[config.mk]
export PLATFORM = sky130hd
export DESIGN_NAME = wb_scheduler
export DESIGN_NICKNAME = d
export VERILOG_FILES = /design/src/rtl/params_pkg.sv /design/src/rtl/wb_src_fifo.sv /design/src/rtl/wb_scheduler.sv
export SDC_FILE = /design/constraint.sdc
export NUM_CORES = 1
export LEC_CHECK = 0
export BUFFER_PORTS_ARGS = -buffer_cell sky130_fd_sc_hd__buf_4
export CORE_MARGIN = 5
export CORE_UTILIZATION = 35
export DETAILED_ROUTE_END_ITERATION = 12
export GPL_TIMING_DRIVEN = 0
export PLACE_DENSITY = 0.56
export SYNTH_ARGS = -nofsm -noshare
export SYNTH_HDL_FRONTEND = slang
export SYNTH_HIERARCHICAL = 1
export SYNTH_SLANG_ARGS = --single-unit
[constraint.sdc]
create_clock -name clk_i -period 6.9 [get_ports clk_i]
set_clock_uncertainty 0.05 [all_clocks]
set_input_delay 0.345 -clock clk_i [delete_from_list [all_inputs] [get_ports clk_i]]
set_output_delay 0.345 -clock clk_i [all_outputs]
set_load 0.01 [all_outputs]
[src/rtl/params_pkg.sv]
// Shared widths and writeback types for the writeback scheduler and its source FIFOs.
package params_pkg;

  localparam int ROB_ENTRY_WIDTH = 6;
  localparam int REGISTER_WIDTH  = 5;
  localparam int DATA_WIDTH      = 32;
  localparam int WB_NUM_SRC      = 3;

  typedef enum logic [1:0] {
    WB_SRC_NONE = 2'd0,
    WB_SRC_MEM  = 2'd1,
    WB_SRC_EX   = 2'd2,
    WB_SRC_ALU  = 2'd3
  } wb_src_t;

  typedef struct packed {
    logic                       wr_en;
    logic [ROB_ENTRY_WIDTH-1:0] rob_idx;
    logic [REGISTER_WIDTH-1:0]  wr_reg;
    logic [DATA_WIDTH-1:0]      data;
  } wb_entry_t;

  localparam int WB_ENTRY_W = $bits(wb_entry_t);

endpackage

[src/rtl/wb_src_fifo.sv]
// Small per-producer result FIFO; head is always the oldest entry, pointers wrap naturally.
module wb_src_fifo
  import params_pkg::*;
#(
  parameter int DEPTH = 2,
  localparam int PW = $clog2(DEPTH),
  localparam int CW = $clog2(DEPTH + 1)
) (
  input  logic                  clk_i,
  input  logic                  rst_ni,
  input  logic                  flush_i,
  input  logic                  push_i,
  input  logic                  pop_i,
  input  logic [WB_ENTRY_W-1:0] data_i,
  output logic [WB_ENTRY_W-1:0] head_o,
  output logic [CW-1:0]         count_o
);

  localparam logic [PW-1:0] PTR_ONE = PW'(1);
  localparam logic [CW-1:0] CNT_ONE = CW'(1);

  logic [WB_ENTRY_W-1:0] mem_q [DEPTH];
  logic [PW-1:0]         wptr_q;
  logic [PW-1:0]         rptr_q;
  logic [CW-1:0]         count_q;

  // Storage array: written on push only, contents need no reset
  always_ff @(posedge clk_i) begin
    if (push_i) begin
      mem_q[wptr_q] <= data_i;
    end else begin
      mem_q[wptr_q] <= mem_q[wptr_q];
    end
  end

  // Pointer and occupancy bookkeeping; flush and reset both empty the FIFO
  always_ff @(posedge clk_i) begin
    if (!rst_ni || flush_i) begin
      wptr_q  <= '0;
      rptr_q  <= '0;
      count_q <= '0;
    end else begin
      if (push_i) wptr_q <= wptr_q + PTR_ONE;
      else        wptr_q <= wptr_q;
      if (pop_i)  rptr_q <= rptr_q + PTR_ONE;
      else        rptr_q <= rptr_q;
      case ({push_i, pop_i})
        2'b10:   count_q <= count_q + CNT_ONE;
        2'b01:   count_q <= count_q - CNT_ONE;
        default: count_q <= count_q;
      endcase
    end
  end

  assign head_o  = mem_q[rptr_q];
  assign count_o = count_q;

endmodule

[src/rtl/wb_scheduler.sv]
// Writeback scheduler: three buffered producers (MEM, EX, ALU) share one registered
// writeback port, MEM first, with starved EX/ALU heads forced through after a bounded wait.
module wb_scheduler
  import params_pkg::*;
#(
  parameter int ROB_ENTRY_WIDTH = params_pkg::ROB_ENTRY_WIDTH,
  parameter int REGISTER_WIDTH  = params_pkg::REGISTER_WIDTH,
  parameter int DATA_WIDTH      = params_pkg::DATA_WIDTH,
  parameter int FIFO_DEPTH      = 2,
  parameter int STARVE_LIMIT    = 4
) (
  input  logic                       clk_i,
  input  logic                       rst_ni,
  input  logic                       flush_i,
  input  logic                       mem_valid_i,
  input  logic                       ex_valid_i,
  input  logic                       alu_valid_i,
  output logic                       mem_ready_o,
  output logic                       ex_ready_o,
  output logic                       alu_ready_o,
  input  logic                       mem_wr_en_i,
  input  logic                       ex_wr_en_i,
  input  logic                       alu_wr_en_i,
  input  logic [ROB_ENTRY_WIDTH-1:0] mem_rob_idx_i,
  input  logic [ROB_ENTRY_WIDTH-1:0] ex_rob_idx_i,
  input  logic [ROB_ENTRY_WIDTH-1:0] alu_rob_idx_i,
  input  logic [REGISTER_WIDTH-1:0]  mem_wr_reg_i,
  input  logic [REGISTER_WIDTH-1:0]  ex_wr_reg_i,
  input  logic [REGISTER_WIDTH-1:0]  alu_wr_reg_i,
  input  logic [DATA_WIDTH-1:0]      mem_data_i,
  input  logic [DATA_WIDTH-1:0]      ex_data_i,
  input  logic [DATA_WIDTH-1:0]      alu_data_i,
  output logic                       wb_valid_o,
  output logic                       reg_wr_en_o,
  output logic [ROB_ENTRY_WIDTH-1:0] rob_idx_o,
  output logic [REGISTER_WIDTH-1:0]  wr_reg_o,
  output logic [DATA_WIDTH-1:0]      data_to_reg_o,
  output logic [1:0]                 wb_src_o
);

  localparam int CW = $clog2(FIFO_DEPTH + 1);
  localparam int WW = $clog2(STARVE_LIMIT + 1);
  localparam logic [CW-1:0] DEPTH_C  = CW'(FIFO_DEPTH);
  localparam logic [WW-1:0] WAIT_MAX = WW'(STARVE_LIMIT);
  localparam logic [WW-1:0] WAIT_ONE = WW'(1);

  // Source index 0 = MEM, 1 = EX, 2 = ALU throughout
  logic [WB_NUM_SRC-1:0] valid_in;
  logic [WB_NUM_SRC-1:0] ready;
  logic [WB_NUM_SRC-1:0] push;
  logic [WB_NUM_SRC-1:0] pop;
  logic [WB_NUM_SRC-1:0] nonempty;
  logic [WB_NUM_SRC-1:0] starved;
  wb_entry_t             entry_in [WB_NUM_SRC];
  wb_entry_t             head     [WB_NUM_SRC];
  logic [CW-1:0]         count    [WB_NUM_SRC];
  logic [WW-1:0]         wait_q   [WB_NUM_SRC];
  wb_src_t               grant;
  wb_entry_t             sel;

  logic                       wb_valid_q;
  logic                       reg_wr_en_q;
  logic [ROB_ENTRY_WIDTH-1:0] rob_idx_q;
  logic [REGISTER_WIDTH-1:0]  wr_reg_q;
  logic [DATA_WIDTH-1:0]      data_q;
  wb_src_t                    src_q;

  assign valid_in    = {alu_valid_i, ex_valid_i, mem_valid_i};
  assign entry_in[0] = {mem_wr_en_i, mem_rob_idx_i, mem_wr_reg_i, mem_data_i};
  assign entry_in[1] = {ex_wr_en_i, ex_rob_idx_i, ex_wr_reg_i, ex_data_i};
  assign entry_in[2] = {alu_wr_en_i, alu_rob_idx_i, alu_wr_reg_i, alu_data_i};

  for (genvar i = 0; i < WB_NUM_SRC; i++) begin : g_src
    // Ready looks only at the pre-pop count, so a full FIFO never takes a push while popping
    assign ready[i]    = (count[i] < DEPTH_C) & ~flush_i & rst_ni;
    assign push[i]     = valid_in[i] & ready[i];
    assign nonempty[i] = (count[i] != '0);
    assign starved[i]  = nonempty[i] & (wait_q[i] == WAIT_MAX);

    wb_src_fifo #(.DEPTH(FIFO_DEPTH)) u_fifo (
      .clk_i   (clk_i),
      .rst_ni  (rst_ni),
      .flush_i (flush_i),
      .push_i  (push[i]),
      .pop_i   (pop[i]),
      .data_i  (entry_in[i]),
      .head_o  (head[i]),
      .count_o (count[i])
    );
  end

  assign mem_ready_o = ready[0];
  assign ex_ready_o  = ready[1];
  assign alu_ready_o = ready[2];

  // Grant selection: starved heads win in ALU > EX > MEM order, otherwise MEM > EX > ALU
  always_comb begin
    grant = WB_SRC_NONE;
    if (!rst_ni || flush_i)   grant = WB_SRC_NONE;
    else if (starved[2])      grant = WB_SRC_ALU;
    else if (starved[1])      grant = WB_SRC_EX;
    else if (starved[0])      grant = WB_SRC_MEM;
    else if (nonempty[0])     grant = WB_SRC_MEM;
    else if (nonempty[1])     grant = WB_SRC_EX;
    else if (nonempty[2])     grant = WB_SRC_ALU;
    else                      grant = WB_SRC_NONE;
  end

  assign pop[0] = (grant == WB_SRC_MEM);
  assign pop[1] = (grant == WB_SRC_EX);
  assign pop[2] = (grant == WB_SRC_ALU);

  // Payload mux for the granted head; zero when nothing is granted
  always_comb begin
    sel = '0;
    case (grant)
      WB_SRC_MEM: sel = head[0];
      WB_SRC_EX:  sel = head[1];
      WB_SRC_ALU: sel = head[2];
      default:    sel = '0;
    endcase
  end

  // Registered writeback port
  always_ff @(posedge clk_i) begin
    if (!rst_ni) begin
      wb_valid_q  <= 1'b0;
      reg_wr_en_q <= 1'b0;
      rob_idx_q   <= '0;
      wr_reg_q    <= '0;
      data_q      <= '0;
      src_q       <= WB_SRC_NONE;
    end else begin
      wb_valid_q  <= (grant != WB_SRC_NONE);
      reg_wr_en_q <= (grant != WB_SRC_NONE) & sel.wr_en;
      rob_idx_q   <= sel.rob_idx;
      wr_reg_q    <= sel.wr_reg;
      data_q      <= sel.data;
      src_q       <= grant;
    end
  end

  // Wait counters saturate at the limit; cleared whenever the source is empty or served
  always_ff @(posedge clk_i) begin
    for (int i = 0; i < WB_NUM_SRC; i++) begin
      if (!rst_ni || flush_i)          wait_q[i] <= '0;
      else if (!nonempty[i] || pop[i]) wait_q[i] <= '0;
      else if (wait_q[i] != WAIT_MAX)  wait_q[i] <= wait_q[i] + WAIT_ONE;
      else                             wait_q[i] <= wait_q[i];
    end
  end

  assign wb_valid_o    = wb_valid_q;
  assign reg_wr_en_o   = reg_wr_en_q;
  assign rob_idx_o     = rob_idx_q;
  assign wr_reg_o      = wr_reg_q;
  assign data_to_reg_o = data_q;
  assign wb_src_o      = src_q;

endmodule

==> out/qor.csv <==
metric,value,unit
design.portCount,188,
status,completed,
syn_to_final_growth,37.68,%
postSynth.topFlopCell,sky130_fd_sc_hd__edfxtp_1,
hold_path.class,input pin to flip-flop,
layout.area.seq,9349,sq um
worst_path_dominant_cell_family,buffers and inverters,
worstMarginPinSlew,0.9488,ns
grt_pass1_vias,7761,
asyncSetResetFlopFracSynth,0,%
tritoncts_clock_tree,built,
r2r-end,g_src[2].u_fifo/count_o[1],
synthesis.area,12510,sq um
wire_per_inst,19.29,um
drt_pass1_iterations,4,
achievable-frequency,315.8,MHz
largest_net_degree_at_the_start_of_global_routing,45,
hold-path-cell-count,3,
crit_slowest_cell,sky130_fd_sc_hd__clkbuf_1,
hpwlAfterDp,19140,um
final.setup.worst_slack,3.733,ns
timing.critical_path.mode_cell,sky130_fd_sc_hd__ha_1,
drv_slew,0,
synth-seq-area-share,74.74,%
netlist.top_cell.by_area,sky130_fd_sc_hd__edfxtp_1,
root_buffer,sky130_fd_sc_hd__clkbuf_16,
cts-resized-gates,0,
delay_of_the_slowest_critical_path_stage,0.52,ns
worst-r2r-cell-count,11,
post-route-min-period,3.167,ns
grt_remaining_overflow,0,
max-cap-violations,0,
die-width,199.0,um
detailedRoute.firstIterationViolations,237,
gp_routability_congestion,0.7161,
vdd.ir_drop.worst,183.1,uV
tritoncts_num_sinks,332,
setup.worst_path.class,flip-flop to flip-flop,
synth_most_common_cell,sky130_fd_sc_hd__edfxtp_1,
crit_path_cell_trace,inv_1 -> ha_1 -> o211ai_1 -> o221ai_1 -> nand2_1 -> buf_2 -> clkbuf_1 -> nor2_1 -> ha_1 -> or3_1 -> a21oi_1,
floorplan.die.height,199.0,um
critPathArrivalTime,3.57,ns
timing.hold.ws,0.1867,ns
final_layout_size_suffix_gt1_share,37.09,%
source_of_the_worst_register_to_register_timing_path,wait_q[1][0],
floorplan.rows,69,
cp_max_fo,10,
grt_pass1_wl,45360,um
fin_crit_sh,45.90,%
cts-buffers-inserted,38,
critPathBufInv,3,
total_wirelength_of_the_detailed_routed_design,30500,um
design.final.nets,1234,
worst_hold_startpoint,rst_ni,
startpoint_type,flip-flop,
dp_worst_setup_slack,3.721,ns
reg2reg_slack,3.73,ns
multi_input_comb_area,2910,sq um
antenna_found_initial,2,
hold_path_end,g_src[2].u_fifo/count_o[1],
portBuffers,187,
cts-htree-levels,2,
timing.critical_path.to_type,flip-flop,
final_report_setup_violation_count,0,
clockBufferDepth,3,
maxSlewHeadroom,36.60,%
ys_ff_latch,332,
antenna_left,0,
groute.usage.overall,15.30,%
power.static_leakage,6.533,nW
post_synth_main_area_contributors,"sky130_fd_sc_hd__edfxtp_1 65%, sky130_fd_sc_hd__mux2_2 12%, sky130_fd_sc_hd__dfxtp_1 9.9%, sky130_fd_sc_hd__mux2i_1 3.5%, sky130_fd_sc_hd__nand2_1 1.4%",
cp_data_required_time,7.30,ns
netlist_top_cells_count,"270 x sky130_fd_sc_hd__edfxtp_1, 132 x sky130_fd_sc_hd__mux2_2, 62 x sky130_fd_sc_hd__dfxtp_1",
syn-mean-instance-area,17.30,sq um
synthDominantCellAreaShare,64.82,%
yosys_warnings,6,
netlist-cell-type-count,36,
power_density,258.7,nW/um^2
post-route-drc-count,0,
worstSkewPairLatency,0.52,ns
routed-via-count,7212,
synth_enable_flop_cells,270,
fin_setup_tns,0,ns
syn_inst,723,
avgViaCountPerCell,4.562,
grt_setup_unrepaired,false,
postCtsSetupBuffers,0,
worst_path_clk_slew,0.06,ns
die-area,39620,sq um
n_fill_cell,3074,
placeableCoreArea,35400,sq um
timing.final.hold_violations,0,
floorplan.initialDensity,35.34,%
==> tightest hold or removal path: stages <==
cell and delay, ns:
sky130_fd_sc_hd__buf_4 0.14, sky130_fd_sc_hd__nand2b_1 0.17, sky130_fd_sc_hd__a21oi_1 0.05
==> sequential cells by signal, indices dropped and copies added, names as in the netlist, named ones only <==
name and flops:
g_src.u_fifo/count_o 6, rob_idx_o 6, g_src.u_fifo/wptr_q 3, reg_wr_en_o 1, wr_reg_o 5, wb_valid_o 1, wb_src_o 2, wait_q 6
data_to_reg_o 32, g_src.u_fifo/mem_q 264, g_src.u_fifo/rptr_q 3
==> timing repair <==
item	CTS	global route
hold endpoints to repair	264	0
hold buffers	132	0
endpoints found under the setup margin	0	0
==> cells in the final DEF, fill, tap and decap left out, types with 4 or more instances in the layout <==
cell type	netlist	layout
sky130_fd_sc_hd__or3_1	4	4
sky130_fd_sc_hd__dfxtp_1	62	62
sky130_fd_sc_hd__ha_1	7	7
sky130_fd_sc_hd__inv_1	9	9
sky130_fd_sc_hd__and2_1	7	4
sky130_fd_sc_hd__buf_2	8	8
sky130_fd_sc_hd__clkbuf_16	0	41
sky130_fd_sc_hd__mux2i_1	44	44
sky130_fd_sc_hd__clkinv_2	0	6
sky130_fd_sc_hd__dlygate4sd3_1	0	132
sky130_fd_sc_hd__nor2_1	24	21
sky130_fd_sc_hd__mux2_2	132	132
sky130_fd_sc_hd__edfxtp_1	270	270
sky130_fd_sc_hd__xnor2_1	11	11
sky130_fd_sc_hd__buf_4	13	200
sky130_fd_sc_hd__buf_12	4	8
sky130_fd_sc_hd__o21ai_0	18	18
sky130_fd_sc_hd__nand2_1	47	47
sky130_fd_sc_hd__clkbuf_8	0	4
sky130_fd_sc_hd__o21ai_1	30	30
sky130_fd_sc_hd__clkbuf_1	5	18
==> worst max-delay path by stage <==
stage / startpoint / end / slack [ns] / cells past startpoint
2_1_floorplan: flush_i / g_src[2].u_fifo/mem_q[0][0] / 3.61 / 5
3_3_place_gp: flush_i / g_src[2].u_fifo/mem_q[0][24] / 1.27 / 6
3_5_place_dp: wait_q[1][0] / g_src[2].u_fifo/count_o[1] / 3.72 / 11
4_1_cts: wait_q[1][0] / g_src[2].u_fifo/count_o[1] / 3.69 / 11
5_1_grt: wait_q[1][0] / g_src[2].u_fifo/count_o[1] / 3.50 / 11
6_report: wait_q[1][0] / g_src[2].u_fifo/count_o[1] / 3.73 / 11
==> cell families (layout without fill, tap and decap cells) <==
logic type,Yosys count,after routing,share of synthesized area (%)
compound gates,56,56,2.361
xor+xnor,14,14,0.9803
fa+ha+maj,7,7,0.7002
buf+inv,41,435,2.281
flops,332,332,74.74
mux,176,176,15.40
other cells,1,4,0.02998
simple gates,96,96,3.501
==> routing by layer <==
layer / track usage, % / part of all wire [%] / routed length [um] / vias to the layer above
met5: 0 / 0.043 / 13 / -
met4: 4.281 / 2.0 / 600 / 2
met3: 2.964 / 4.5 / 1375 / 44
met2: 26.26 / 49 / 15030 / 162
met1: 19.88 / 44 / 13480 / 3557
li1: - / - / - / 3447
==> stage by stage <==
step | util [%] | total power [mW] | cell area (sq um) | instances
global route | 48.65 | 4.614 | 17220 | 1581
detailed placement | 41.34 | 2.431 | 14630 | 1378
finish | 48.65 | 4.455 | 17220 | 1581
floorplan | - | 2.317 | 12520 | 725
global placement | 40.95 | 2.423 | 14500 | 1373
CTS | 48.65 | 4.522 | 17220 | 1580
==> report_power, final <==
part	internal [mW]	switching (mW)	leakage, nW	total, mW
clock	1.24	0.765	0.619	2.01
combinational	0.144	0.0945	2.95	0.239
sequential	2.20	0.00892	2.97	2.21
total	3.59	0.868	6.53	4.46
==> area by class of cell <==
| type | instances | area share, % |
|---|---|---|
| Buffer | 31 | 1.439 |
| Multi-Input combinational cell | 352 | 16.90 |
| Inverter | 10 | 0.2180 |
| Timing Repair Buffer | 324 | 16.45 |
| Sequential cell | 332 | 54.29 |
| Clock buffer | 58 | 6.561 |
| Antenna cell | 1 | 0.01453 |
| Tap cell | 461 | 3.349 |
| Clock inverter | 12 | 0.7847 |
Note: power is estimated with default switching activity, not from simulation.
